--- src/rtl/sr_flag_pkg.sv ---
// rtl/sr_flag_pkg.sv - shared types and sizing helpers for the SR flag arbiter
package sr_flag_pkg;

    localparam int N_DEFAULT = 4;

    typedef enum logic {
        IDLE  = 1'b0,
        GRANT = 1'b1
    } arb_state_e;

    // grant_id width for a bank of n flags
    function automatic int idw_of(input int n);
        return (n > 1) ? $clog2(n) : 1;
    endfunction

endpackage

--- src/rtl/rr_pick.sv ---
// rtl/rr_pick.sv - combinational round-robin picker searching upward from ptr+1
module rr_pick
    import sr_flag_pkg::*;
#(
    parameter int N   = N_DEFAULT,
    parameter int IDW = idw_of(N)
) (
    input  logic [N-1:0]   req,
    input  logic [IDW-1:0] ptr,
    output logic           any,
    output logic [IDW-1:0] sel
);

    logic [IDW-1:0] idx;
    logic           found;

    // first requester after ptr, wrapping; ptr itself is checked last
    always_comb begin
        any   = |req;
        sel   = '0;
        found = 1'b0;
        idx   = '0;
        for (int k = 1; k <= N; k++) begin
            idx = IDW'((int'(ptr) + k) % N);
            if (!found && req[idx]) begin
                found = 1'b1;
                sel   = idx;
            end
        end
    end

endmodule

--- src/rtl/sr_flag_arbiter.sv ---
// rtl/sr_flag_arbiter.sv - SR status flag bank with round-robin valid/ready grant
module sr_flag_arbiter
    import sr_flag_pkg::*;
#(
    parameter int N   = N_DEFAULT,
    parameter int IDW = idw_of(N)
) (
    input  logic           clk,
    input  logic           rst,
    input  logic           Enable,
    input  logic [N-1:0]   set_req,
    input  logic [N-1:0]   clr_req,
    input  logic [N-1:0]   mask,
    input  logic           grant_ready,
    output logic           grant_valid,
    output logic [IDW-1:0] grant_id,
    output logic [N-1:0]   flags,
    output logic [N-1:0]   conflict,
    output logic           pending
);

    arb_state_e     state_q, state_d;
    logic [IDW-1:0] grant_id_q, grant_id_d;
    logic [IDW-1:0] ptr_q, ptr_d;
    logic [N-1:0]   flags_q, flags_d;
    logic [N-1:0]   conflict_q, conflict_d;

    logic [N-1:0]   eligible;
    logic           pick_any;
    logic [IDW-1:0] pick_sel;
    logic           handshake;

    assign eligible    = flags_q & mask;
    assign grant_valid = (state_q == GRANT);
    assign handshake   = grant_valid & grant_ready;
    assign grant_id    = grant_id_q;
    assign flags       = flags_q;
    assign conflict    = conflict_q;
    assign pending     = |eligible;

    rr_pick #(
        .N   (N),
        .IDW (IDW)
    ) u_pick (
        .req (eligible),
        .ptr (ptr_q),
        .any (pick_any),
        .sel (pick_sel)
    );

    // per-flag SR update; a serviced flag self-clears unless re-set that cycle
    always_comb begin
        flags_d    = flags_q;
        conflict_d = conflict_q;
        if (Enable) begin
            for (int i = 0; i < N; i++) begin
                case ({set_req[i], clr_req[i]})
                    2'b10:   flags_d[i]    = 1'b1;
                    2'b01:   flags_d[i]    = 1'b0;
                    2'b11:   conflict_d[i] = 1'b1;
                    default: begin
                        if (handshake && (grant_id_q == IDW'(i))) begin
                            flags_d[i] = 1'b0;
                        end
                    end
                endcase
            end
        end
    end

    // arbiter next state: grant is latched in IDLE and held until accepted
    always_comb begin
        state_d    = state_q;
        grant_id_d = grant_id_q;
        ptr_d      = ptr_q;
        case (state_q)
            IDLE: begin
                if (pick_any) begin
                    grant_id_d = pick_sel;
                    state_d    = GRANT;
                end
            end
            GRANT: begin
                if (grant_ready) begin
                    ptr_d   = grant_id_q;
                    state_d = IDLE;
                end
            end
            default: state_d = IDLE;
        endcase
    end

    // state registers; ptr resets to N-1 so the first search starts at 0
    always_ff @(posedge clk) begin
        if (rst) begin
            state_q    <= IDLE;
            grant_id_q <= '0;
            ptr_q      <= IDW'(N - 1);
            flags_q    <= '0;
            conflict_q <= '0;
        end else begin
            state_q    <= state_d;
            grant_id_q <= grant_id_d;
            ptr_q      <= ptr_d;
            flags_q    <= flags_d;
            conflict_q <= conflict_d;
        end
    end

endmodule

--- config.mk ---
export PLATFORM = sky130hd
export DESIGN_NAME = sr_flag_arbiter
export DESIGN_NICKNAME = d
export VERILOG_FILES = /design/src/rtl/sr_flag_pkg.sv /design/src/rtl/rr_pick.sv /design/src/rtl/sr_flag_arbiter.sv
export SDC_FILE = /design/constraint.sdc
export NUM_CORES = 1
export LEC_CHECK = 0
export BUFFER_PORTS_ARGS = -buffer_cell sky130_fd_sc_hd__buf_2
export CAP_MARGIN = 20
export CORE_MARGIN = 3
export CORE_UTILIZATION = 40
export CTS_CLUSTER_DIAMETER = 40
export DETAILED_ROUTE_END_ITERATION = 10
export PLACE_DENSITY = 0.75
export SYNTH_ARGS = -nofsm -noshare
export SYNTH_HDL_FRONTEND = slang
export SYNTH_SLANG_ARGS = --single-unit
export TNS_END_PERCENT = 5
--- constraint.sdc ---
create_clock -name clk -period 1.3 [get_ports clk]
set_clock_uncertainty 0.2 [all_clocks]
set_input_delay 0.13 -clock clk [delete_from_list [all_inputs] [get_ports clk]]
set_output_delay 0.13 -clock clk [all_outputs]
set_load 0.03 [all_outputs]
=== Word level (Yosys, flattened, before mapping) ===
Cells that the tools add are included.

* Bits of input ports: 16
* Register bits after elaboration: 13
* Word-level logic and storage cells: 93

* Magnitude comparators: 4
* Bitwise gates (word level): 7
* Reduce and logical (&&, ||, !) cells: 26
* Muxes and demuxes: 26
* Equal/unequal tests: 15
* Add/sub/neg operators: 4

{| class="wikitable"
|+ Operator list
! cell !! number
|-
| $eq 2x2->1 const B || 10
|-
| $mux 1 || 13
|-
| $lt 2x3->1 const B || 4
|-
| $pmux 1 s3 || 4
|-
| $reduce_and 2->1 || 6
|-
| $reduce_and 3->1 || 4
|-
| $reduce_bool 3->1 || 4
|-
| $eq 2x1->1 const B || 5
|-
| $bmux 1 s2 || 4
|-
| $mux 2 || 4
|-
| $logic_and 1x1->1 || 7
|-
| $not 1->1 || 5
|-
| $add 2x1->2 const B || 2
|-
| $add 2x2->2 const B || 2
|-
| $and 4x4->4 || 1
|-
| $reduce_or 4->1 || 1
|-
| $logic_not 1->1 || 3
|-
| $logic_not 2->1 || 1
|-
| $pmux 1 s2 || 1
|-
| $and 1x1->1 || 1
|}

=== Logic depth before layout (Yosys ltp) ===
* Depth in word-level cells: 13
* Mapped depth: 5

=== Hierarchy ===
Synthesis repeated with hierarchy kept, for this count alone.

* Cell total of the unflattened synthesis: 83
* Area, all modules: 676.9 sq um

{| class="wikitable"
|+ By module, submodules not included
! module !! area an instance (sq um) !! cells each !! seq. area each (sq um) !! times used
|-
| sr_flag_arbiter || 595.6 || 69 || 260.2 || 1
|-
| rr_pick || 81.3 || 14 || 0.0 || 1
|}

=== Worst setup path after synthesis ===
No wires, ideal clock.

* Kind: register to register
* From: reg state_q, in the netlist grant_valid
* To: reg flags_q[3], in the netlist flags[3]
* Arrival time: 1.286 ns
* Data required time: 0.973 ns
* Cell stages (with the launch flop): 6
* Buffers on the path: 1
* Setup slack: -0.313 ns
* Library setup time: 0.127 ns
* Period minus slack after synthesis: 1.613 ns
* Path through: dfxtp_1 > buf_4 > nand4_1 > a211oi_2 > mux2i_1 > nor2_1

* Word-level cells in the longest chain between the ends: 4

{| class="wikitable"
|+ RTL lines
! element !! line !! RTL
|-
| start, declared || sr_flag_arbiter.sv:22 || <nowiki>arb_state_e state_q, state_d;</nowiki>
|-
| start signal, assigned || sr_flag_arbiter.sv:102 || <nowiki>state_q <= state_d;</nowiki>
|-
| $and 1x1->1 || sr_flag_arbiter.sv:35 || <nowiki>assign handshake = grant_valid & grant_ready;</nowiki>
|-
| $logic_and 1x1->1 || sr_flag_arbiter.sv:62 || <nowiki>if (handshake && (grant_id_q == IDW'(i))) begin</nowiki>
|-
| $reduce_bool 3->1 (no line) || n/a ||
|-
| $reduce_and 3->1 (no line) || n/a ||
|-
| end signal, assigned || sr_flag_arbiter.sv:105 || <nowiki>flags_q <= flags_d;</nowiki>
|-
| end, declared || sr_flag_arbiter.sv:25 || <nowiki>logic [N-1:0] flags_q, flags_d;</nowiki>
|}

Every way passes these cells.
A chain may end at the register's enable or synchronous reset.

=== Final worst setup path ===
* From: reg flags_q[0], in the netlist flags[0]
* To: out pending

* Word-level cells in the longest chain between the ends: 2

{| class="wikitable"
|+ RTL lines
! element !! line !! RTL
|-
| $and 4x4->4 || sr_flag_arbiter.sv:33 || <nowiki>assign eligible = flags_q & mask;</nowiki>
|-
| $reduce_or 4->1 || sr_flag_arbiter.sv:39 || <nowiki>assign pending = |eligible;</nowiki>
|-
| end, declared || sr_flag_arbiter.sv:19 || <nowiki>output logic pending</nowiki>
|}

Every way passes these cells.

==> run_results.csv <==
group,metric,value,unit
outcome,outcome,"finished with violations",
outcome,violations,"negative setup slack",
timing,finalSetupViolCount,4,
finish,multi_input_area,382,um^2
drt,via_per_inst,5.91,
drt,drtAntennaViolNets,0,
power,p_sw_frac,0.331,
global_route,grt_pass1_wl,3060,um
finish,final_cells,140,
placement,portBuffers,27,
critical_path,cp_max_fo,4,
finish,num_antenna_cells,0,
timing,worst_slack,-0.160,ns
min_path,whs_path_depth,3,
power,power_density,989,mW/mm^2
synth,syn_nets,98,
critical_path,required,0.97,ns
floorplanning,core_area,0.00142,mm^2
finish,regArea,274,um^2
timing,fin_crit_sh,1.12,
synth,synth_enable_flop_cells,0,
cts,h-tree-depth,1,
finish,layout_common_cells,"23 x buf_2, 11 x buf_4, 10 x nor2_1, 8 x dlygate4sd3_1, 7 x a21oi_1",
placement,dpl.cell_count,128,
global_route,grt_max_degree,14,
drt,wl_per_cell,15.0,um
drt,via_count,827,
synth,synth.avg_cell_area,8.20,um^2
timing,whs,0.0105,ns
critical_path,crit_family,"flip-flops",
cts,cts-buffers-inserted,3,
critical_path,slowest_stage,"dfxtp_2",
drt,route.detailed.drc,0,
timing,drv_slew,0,
synth,yosysUniqueCellTypes,31,
drt,firstDrtPassIters,4,
global_route,busiest_layer,"met2",
cts,postCtsSetupBuffers,0,
power,comb_power_share,0.278,
timing,rsz0062_at_grt,"true",
global_route,grtUsageMet2,0.324,
placement,gp_congestion,0.807,
floorplanning,die-area,0.00216,mm^2
cts,numClockSinks,13,
timing,setup_tns,-0.301,ns
placement,place.detailed.hpwl,1440,um
global_route,antenna_found_initial,0,
critical_path,startpoint_type,"flip-flop",
synth,ys_seq_area_frac,0.397,
synth,ys_seq_elements,13,
timing,worst_pin_slew,0.252,ns
power,seqPwrFrac,0.459,
synth,ys.warnings.count,0,
floorplanning,start_util,0.463,
finish,layout_commonest_cell,"buf_2",
timing,period_needed,1.46,ns
drt,drt_iter0_markers,67,
critical_path,path_cells,"a22oi_2, nand3_2, buf_6",
synth,synth_area,656,um^2
timing,final-hold-violation-count,0,
finish,area_delta_synth_final,54.0,%
flow_run,maxCapViolCount,0,
cts,clock_latency,0.27,ns
synth,syn_inst,80,
cts,cts-root-buf,"clkbuf_4",
cts,path_clk_slew,0.09,ns
floorplanning,rows,13,
synth,dominantRegCellSynth,"dfxtp_1",
power,ir_drop,0.872,mV
global_route,grt_util_all_layers,0.197,
critical_path,critPathMaxStageDelay,0.33,ns
drt,wirelength,2090,um
power,p_leak,0.000477,uW
finish,final_util,0.714,
critical_path,cp.depth,3,
timing,slew_headroom,0.831,
critical_path,crit_buf_inv,1,
global_route,grt_use_met1,0.252,
critical_path,worstPathArrival,1.13,ns
finish,nFillCells,116,
power,clkPwrFrac,0.263,
critical_path,r2r_cells,4,
floorplanning,die_h,46.5,um
cts,clockBufferDepth,2,
cts,cts_tree,"built",
global_route,grt_pass1_vias,697,
min_path,hp-class,"in -> reg",
power,power.switching,331,uW
critical_path,worstSetupPathType,"reg -> out",
global_route,grt-ovfl-total,0,
floorplanning,io_pins,28,
finish,drive_above_1_share,0.416,
floorplanning,fp.dieW,46.5,um
timing,max_freq,685,MHz
synth,synthArstFlopShare,0,
critical_path,crit_path_end_kind,"output port",
finish,fin_nets,144,
global_route,grt.met3_usage,0.0273,
power,p_int,668,uW
placement,place_ws,-0.0757,ns
## routing by layer
metal | wire length (um) | up-vias
li1 | - | 388
met1 | 823 | 370
met2 | 996 | 53
met3 | 189 | 16
met4 | 85 | 0
met5 | 0 | -
## power groups by stage
stage          sequential, uW  combinational [uW]  clock, uW
5_1_grt                   462                 298        282
3_3_place_gp              464                 236          0
4_1_cts                   457                 266        262
3_5_place_dp              466                 241          0
6_report                  459                 278        262
2_1_floorplan             506                 101          0
## metrics by stage
stage / total power (uW) / area [um^2]
CTS: 986 / 993
floorplan: 607 / 676
finish: 999 / 1010
detailed placement: 708 / 877
global placement: 701 / 877
global route: 1040 / 1010
## layout make-up
cell class                      instances  share of cell area
Clock inverter                          1             0.00496
Multi-Input combinational cell         61               0.378
Tap cell                               15              0.0186
Inverter                                3              0.0112
Sequential cell                        13               0.271
Timing Repair Buffer                   44               0.294
Clock buffer                            3              0.0223
## cell families (layout without fill, tap and decap cells)
family                     count (synthesis)  in the layout  share of synthesized area
DFF                                       13             13                      0.397
AOI/OAI and AO/OA                         29             29                      0.290
buffers and inverters                      6             51                     0.0420
muxes                                      1              1                     0.0153
adders and majority gates                  2              2                     0.0382
and+or+nand+nor                           29             29                      0.218
## registers in the layout (all words and copies together) (netlist names)
signal / flops
conflict: 4
flags: 4
grant_id: 2
ptr_q: 2
grant_valid: 1
## timing repair
action                                  in CTS  in global routing
endpoints found under the hold margin       11                  0
gates resized for setup                      3                  8
hold buffers                                 8                  0
endpoints found under the setup margin       3                  8
## worst paths after layout
check,slack [ns],start,endpoint
max,-0.16,flags[0],pending
min,0.01,grant_ready,ptr_q[0]
max reg2reg,-0.09,flags[0],grant_id[0]
min reg2reg,0.27,conflict[1],conflict[1]
## worst register-to-register path, stage by stage, from the launching register on
cell      delay, ns
dfxtp_2        0.33
a22oi_2        0.24
and3_1         0.20
o22ai_1        0.08
a311oi_1       0.25
## synth_stat cells (2+ instances only)
cell type  instances  share of area
nand3_1            2          0.015
nand2_1            7          0.040
o22ai_1            2          0.019
and3_1             3          0.029
inv_1              3          0.017
a21oi_1            7          0.053
o21ai_0            6          0.046
ha_1               2          0.038
a31oi_1            4          0.038
a22oi_1            2          0.023
nor2_1            10          0.057
dfxtp_1           13           0.40
No activity file was read; power rests on OpenSTA's default activity.
